<file path="src/rtl/matrix_outer_product_2x1_1x2.sv">
// 2x2 outer product C = d * x of a 2x1 column and a 1x2 row vector, computed one
// element per cycle on a single shared floating-point multiplier.

module mop_fp_mul #(
  parameter int exp_width  = 8,
  parameter int mant_width = 24
) (
  input  logic [exp_width+mant_width-1:0] a,
  input  logic [exp_width+mant_width-1:0] b,
  input  logic [2:0]                      round_mode,
  output logic [exp_width+mant_width-1:0] y,
  output logic [4:0]                      exc
);
  // Round modes: 0 RNE, 1 RTZ, 2 RDN, 3 RUP, 4 RMM (others RNE); flags {NV, DZ, OF, UF, NX}.
  // Subnormal inputs are treated as zero and tiny results flush to signed zero.
  localparam int frac_w = mant_width - 1;
  localparam int w      = exp_width + mant_width;
  localparam logic [exp_width+1:0] bias_e = (exp_width+2)'((1 << (exp_width - 1)) - 1);
  localparam logic [exp_width+1:0] ovf_e  = bias_e + (exp_width+2)'((1 << exp_width) - 1);

  logic                      sign;
  logic [exp_width-1:0]      ea, eb;
  logic [frac_w-1:0]         fa, fb;
  logic                      a_zero, b_zero, a_inf, b_inf, a_nan, b_nan, a_snan, b_snan;
  logic [2*mant_width-1:0]   prod, norm;
  logic [mant_width-1:0]     keep;
  logic                      guard, sticky, inc, carry, to_max;
  logic [frac_w-1:0]         frac_rnd;
  logic [exp_width+1:0]      e_sum;

  assign sign   = a[w-1] ^ b[w-1];
  assign ea     = a[w-2:frac_w];
  assign eb     = b[w-2:frac_w];
  assign fa     = a[frac_w-1:0];
  assign fb     = b[frac_w-1:0];
  assign a_zero = (ea == '0);
  assign b_zero = (eb == '0);
  assign a_inf  = (ea == '1) && (fa == '0);
  assign b_inf  = (eb == '1) && (fb == '0);
  assign a_nan  = (ea == '1) && (fa != '0);
  assign b_nan  = (eb == '1) && (fb != '0);
  assign a_snan = a_nan && !fa[frac_w-1];
  assign b_snan = b_nan && !fb[frac_w-1];

  assign prod     = (2*mant_width)'({1'b1, fa}) * (2*mant_width)'({1'b1, fb});
  assign norm     = prod[2*mant_width-1] ? prod : {prod[2*mant_width-2:0], 1'b0};
  assign keep     = norm[2*mant_width-1:mant_width];
  assign guard    = norm[mant_width-1];
  assign sticky   = |norm[mant_width-2:0];
  assign carry    = (&keep) & inc;
  assign frac_rnd = keep[frac_w-1:0] + frac_w'(inc);
  assign e_sum    = {2'b00, ea} + {2'b00, eb} + (exp_width+2)'(prod[2*mant_width-1])
                  + (exp_width+2)'(carry);
  assign to_max   = (round_mode == 3'd1) || ((round_mode == 3'd2) && !sign)
                  || ((round_mode == 3'd3) && sign);

  // Rounding increment decision
  always_comb begin
    inc = 1'b0;
    case (round_mode)
      3'd0:    inc = guard & (sticky | keep[0]);
      3'd1:    inc = 1'b0;
      3'd2:    inc = sign & (guard | sticky);
      3'd3:    inc = ~sign & (guard | sticky);
      3'd4:    inc = guard;
      default: inc = guard & (sticky | keep[0]);
    endcase
  end

  // Result and exception selection
  always_comb begin
    y   = '0;
    exc = 5'b00000;
    if (a_nan || b_nan || (a_inf && b_zero) || (b_inf && a_zero)) begin
      y      = {1'b0, {exp_width{1'b1}}, 1'b1, {(frac_w-1){1'b0}}};
      exc[4] = (a_inf && b_zero) || (b_inf && a_zero) || a_snan || b_snan;
    end else if (a_inf || b_inf) begin
      y = {sign, {exp_width{1'b1}}, {frac_w{1'b0}}};
    end else if (a_zero || b_zero) begin
      y = {sign, {(w-1){1'b0}}};
    end else if (e_sum >= ovf_e) begin
      exc = 5'b00101;
      if (to_max) y = {sign, {(exp_width-1){1'b1}}, 1'b0, {frac_w{1'b1}}};
      else        y = {sign, {exp_width{1'b1}}, {frac_w{1'b0}}};
    end else if (e_sum <= bias_e) begin
      exc = 5'b00011;
      y   = {sign, {(w-1){1'b0}}};
    end else begin
      y      = {sign, exp_width'(e_sum - bias_e), frac_rnd};
      exc[0] = guard | sticky;
    end
  end
endmodule

module matrix_outer_product_2x1_1x2 #(
  parameter int exp_width  = 8,
  parameter int mant_width = 24
) (
  input  logic                            clk,
  input  logic                            rst_n,
  input  logic                            in_valid,
  output logic                            in_ready,
  input  logic [exp_width+mant_width-1:0] d1,
  input  logic [exp_width+mant_width-1:0] d2,
  input  logic [exp_width+mant_width-1:0] x1,
  input  logic [exp_width+mant_width-1:0] x2,
  input  logic [2:0]                      round_mode,
  output logic                            out_valid,
  input  logic                            out_ready,
  output logic [exp_width+mant_width-1:0] c11,
  output logic [exp_width+mant_width-1:0] c12,
  output logic [exp_width+mant_width-1:0] c21,
  output logic [exp_width+mant_width-1:0] c22,
  output logic [4:0]                      exceptions
);
  localparam int w = exp_width + mant_width;

  typedef enum logic [1:0] {IDLE = 2'd0, MUL = 2'd1, DONE = 2'd2} state_t;

  state_t       state_q, state_d;
  logic [1:0]   idx_q, idx_d;
  logic [w-1:0] d1_q, d1_d, d2_q, d2_d, x1_q, x1_d, x2_q, x2_d;
  logic [2:0]   rm_q, rm_d;
  logic [w-1:0] c11_q, c11_d, c12_q, c12_d, c21_q, c21_d, c22_q, c22_d;
  logic [4:0]   exc_q, exc_d;
  logic         in_ready_q, in_ready_d, out_valid_q, out_valid_d;
  logic [w-1:0] mul_a, mul_b, mul_y;
  logic [4:0]   mul_exc;

  // idx bit 1 picks the d row, bit 0 the x column
  assign mul_a = idx_q[1] ? d2_q : d1_q;
  assign mul_b = idx_q[0] ? x2_q : x1_q;

  mop_fp_mul #(.exp_width(exp_width), .mant_width(mant_width)) u_mul (
    .a(mul_a), .b(mul_b), .round_mode(rm_q), .y(mul_y), .exc(mul_exc)
  );

  // Next-state and datapath update
  always_comb begin
    state_d     = state_q;
    idx_d       = idx_q;
    d1_d        = d1_q;
    d2_d        = d2_q;
    x1_d        = x1_q;
    x2_d        = x2_q;
    rm_d        = rm_q;
    c11_d       = c11_q;
    c12_d       = c12_q;
    c21_d       = c21_q;
    c22_d       = c22_q;
    exc_d       = exc_q;
    in_ready_d  = in_ready_q;
    out_valid_d = out_valid_q;
    case (state_q)
      IDLE: begin
        if (in_valid) begin
          d1_d       = d1;
          d2_d       = d2;
          x1_d       = x1;
          x2_d       = x2;
          rm_d       = round_mode;
          exc_d      = 5'b00000;
          idx_d      = 2'd0;
          state_d    = MUL;
          in_ready_d = 1'b0;
        end else begin
          state_d = IDLE;
        end
      end
      MUL: begin
        case (idx_q)
          2'd0:    c11_d = mul_y;
          2'd1:    c12_d = mul_y;
          2'd2:    c21_d = mul_y;
          default: c22_d = mul_y;
        endcase
        exc_d = exc_q | mul_exc;
        idx_d = idx_q + 2'd1;
        if (idx_q == 2'd3) begin
          state_d     = DONE;
          out_valid_d = 1'b1;
        end else begin
          state_d = MUL;
        end
      end
      DONE: begin
        if (out_ready) begin
          state_d     = IDLE;
          out_valid_d = 1'b0;
          in_ready_d  = 1'b1;
        end else begin
          state_d = DONE;
        end
      end
      default: begin
        state_d     = IDLE;
        in_ready_d  = 1'b1;
        out_valid_d = 1'b0;
      end
    endcase
  end

  // State registers with synchronous active-low reset
  always_ff @(posedge clk) begin
    if (!rst_n) begin
      state_q     <= IDLE;
      idx_q       <= 2'd0;
      d1_q        <= '0;
      d2_q        <= '0;
      x1_q        <= '0;
      x2_q        <= '0;
      rm_q        <= 3'd0;
      c11_q       <= '0;
      c12_q       <= '0;
      c21_q       <= '0;
      c22_q       <= '0;
      exc_q       <= 5'b00000;
      in_ready_q  <= 1'b1;
      out_valid_q <= 1'b0;
    end else begin
      state_q     <= state_d;
      idx_q       <= idx_d;
      d1_q        <= d1_d;
      d2_q        <= d2_d;
      x1_q        <= x1_d;
      x2_q        <= x2_d;
      rm_q        <= rm_d;
      c11_q       <= c11_d;
      c12_q       <= c12_d;
      c21_q       <= c21_d;
      c22_q       <= c22_d;
      exc_q       <= exc_d;
      in_ready_q  <= in_ready_d;
      out_valid_q <= out_valid_d;
    end
  end

  assign in_ready   = in_ready_q;
  assign out_valid  = out_valid_q;
  assign c11        = c11_q;
  assign c12        = c12_q;
  assign c21        = c21_q;
  assign c22        = c22_q;
  assign exceptions = exc_q;
endmodule

</file>
<file path="config.mk">
export PLATFORM = sky130hd
export DESIGN_NAME = matrix_outer_product_2x1_1x2
export DESIGN_NICKNAME = d
export VERILOG_FILES = /design/src/rtl/matrix_outer_product_2x1_1x2.sv
export SDC_FILE = /design/constraint.sdc
export NUM_CORES = 2
export LEC_CHECK = 0
export CAP_MARGIN = 10
export CORE_ASPECT_RATIO = 1.5
export CORE_MARGIN = 2
export CORE_UTILIZATION = 50
export CTS_BUF_LIST = sky130_fd_sc_hd__clkbuf_8
export CTS_CLUSTER_DIAMETER = 100
export DETAILED_ROUTE_END_ITERATION = 10
export PLACE_DENSITY = 0.67
export SLEW_MARGIN = 20
export SYNTH_ARGS = -nofsm -noshare
export SYNTH_HDL_FRONTEND = slang
export SYNTH_SLANG_ARGS = --single-unit
export TNS_END_PERCENT = 100
</file>
<file path="constraint.sdc">
create_clock -name clk -period 14.9 [get_ports clk]
set_input_delay 2.98 -clock clk [delete_from_list [all_inputs] [get_ports clk]]
set_output_delay 2.98 -clock clk [all_outputs]
set_load 0.1 [all_outputs]
</file>
==> flow_summary.ini <==
[final_layout]
final_common_cell = nand2_1
areaGrowthSynthToFinish_pct = 13.7
final_cell_mix = 703 x nand2_1, 598 x inv_1, 484 x fa_1
drive_gt1_frac = 0.0537
nets = 4801
final_cells = 4829

[critical_path]
r2r_slack_ns = 1.76
cp_common_cell = fa_1
cp-end-kind = flip-flop
worstReg2RegEnd = c22[10]
worst_path_max_delay_cell = mux2i_2
path_buf_inv = 9
max_stage_delay_ns = 0.94
critPathArrivalTime_ns = 13.62
path_max_fanout = 40
worstSetupPathType = flip-flop to flip-flop
critical_path.top_delay_family = adder cells
ff2ff_path_depth = 42
worstSetupStartpointType = flip-flop
reg2reg_from = idx_q[0]
cp_data_required_time_ns = 15.38

[clock_network]
cts.sinks = 269
cts_resized = 0
cts_tree = yes
cts_made_buffers = 44
cts_buffer_depth = 3
path_clk_slew_ns = 0.06
cts_hold_buffers = 0
root_buffer = clkbuf_8
clk_latency_ns = 0.65
post_cts_buffers = 0
cts_max_level = 2

[route]
drc_errors = 0
met2_length_mm = 55.7
avgRoutedWirePerCell_um = 22.7
dr.max_layer_used = met4
routed_wl_mm = 109
drtPass1Iterations = 7
viasPerCell = 5.72
drt_iter0_drc = 1698
drt-met1-wl_mm = 36.8
wl_met3_mm = 8.18
postRouteAntennaNets = 0
route.vias.total = 27600

[synthesis]
synth_area_um2 = 31800
yosys_register_bits = 269
synthCells = 3806
synthArstFlopShare = 0
avgSynthCellArea_um2 = 8.35
synth_nets = 4617
yosysSeqAreaShare = 0.169
synth-edff-count = 0
synthDistinctLibCells = 98
ys_warn_count = 0
synth_flop_cell = dfxtp_1

[power]
total_power_w = 0.00271
powerDensity_nw_per_um2 = 74.9
ir_drop_uv = 72.3
leakage_nw = 16.2

[floorplanning]
core_area_um2 = 63100
io_pins = 270
die_y_um = 313
fp-row-count = 113
die_x_um = 210
dieArea_um2 = 65700
start_util = 0.504

[global_routing]
grt_max_degree = 105
antenna_found_initial = 2
grt_overflow_total = 0
grt.total_usage = 0.340
grt_pass1_wl_mm = 169
grt_pass1_vias = 29300

[placed_design]
dp_hpwl_mm = 86.2
io_buffers = 268
dp_cells = 4748
routabilityCongestion = 0.977

[sta]
setup_violations = 0
layout_min_cycle_time_ns = 13.14
min_period_over_period = 0.882
rsz0062_at_grt = no
fin_skew_ns = 0.0641
totalNegativeSetupSlack_ns = 0
max_freq_ghz = 0.0761
slew_headroom = 0.245
slew_violations = 0
worst_slew_pin_slew_ns = 1.11
hold_violations = 0

[worst_hold_path]
whs_path_depth = 2
holdPathEnd = c11[5]
hp-class = flip-flop to flip-flop
hold_start = c11[5]

[run_status]
outcome = completed

[flow_run]
cap_viol_max_count = 0
[synth_stat cells (15+ instances only)]
cell type	instances	area, um^2
a21oi_1	137	686
nand2b_1	19	119
dfxtp_1	269	5390
xnor2_1	42	368
nand3_1	43	215
nor3_1	27	135
nand4_1	28	175
ha_1	192	2400
inv_1	584	2190
o21ai_1	17	85.1
o21ai_0	106	531
o211ai_1	20	150
nor4_1	21	131
a21boi_0	163	1220
fa_1	484	9690
nand2_1	704	2640
and2_1	36	225
xor2_1	22	193
mux2i_1	44	440
mux2_2	28	315
nor2_1	363	1360
clkbuf_1	159	597
buf_2	15	75.1
o211a_1	37	370
a21o_1	21	158
[worst min-delay path, stage by stage, from the launching register on]
cell      delay, ns
dfxtp_1        0.31
nand2_1        0.05
a21boi_1       0.05
[where the power goes]
part           internal, W  switching (W)
Clock             0.000340       0.000319
Combinational     0.000408       0.000865
Sequential        0.000752      0.0000251
Total              0.00150        0.00121
[registers in the layout, indices dropped and copies added (netlist names)]
register,count
exceptions,4
x1_q,32
state_q,2
c22,32
in_ready,1
c12,32
x2_q,32
d1_q,32
c21,32
rm_q,3
out_valid,1
d2_q,32
c11,32
idx_q,2
[logic make-up after synthesis]
family          Yosys count  synth area share
other cells               1          0.000118
buf+inv                 788            0.0940
compound gates          627             0.138
xor+xnor                 66            0.0190
flops                   269             0.169
mux                      72            0.0238
fa+ha+maj               676             0.380
simple gates           1307             0.176
[how the worst max path moves through the flow]
stage                         from  cells past startpoint       to  slack, ns
final                     idx_q[0]                     42  c22[10]       1.76
after global routing      idx_q[0]                     40  c22[10]       0.67
after CTS                 idx_q[0]                     40  c22[10]       1.84
after detailed placement  idx_q[0]                     40  c22[10]       1.92
after global placement    idx_q[0]                     39  c22[10]       2.09
after floorplan           idx_q[0]                     46  c11[19]       2.95
[metal layers]
layer / global-route usage / up-vias
met5: 0 / -
met2: 0.610 / 1227
li1: - / 12400
met4: 0.232 / 0
met1: 0.356 / 13600
met3: 0.0706 / 440
[area by class of cell]
cell class              instances  area, um^2
diodes                          4        10.0
clock buffers                  52         716
clock inverters                24         166
fillers                      5836       26900
inverters                     597        2240
multi-input cells            2749       23500
flip-flops and latches        269        5390
well taps                     805        1010
repair buffers                329        3160
[stage by stage]
step | utilization | setup WS, ns | hold WS [ns] | instance area [um^2]
after floorplan | - | 2.95 | 0.440 | 31800
after detailed placement | 0.559 | 1.92 | 0.444 | 35200
after global placement | 0.559 | 2.09 | 0.439 | 35200
final | 0.574 | 1.76 | 0.450 | 36200
after global routing | 0.573 | 0.671 | 0.479 | 36200
after CTS | 0.573 | 1.84 | 0.452 | 36100
No activity file was read; power rests on OpenSTA's default activity.
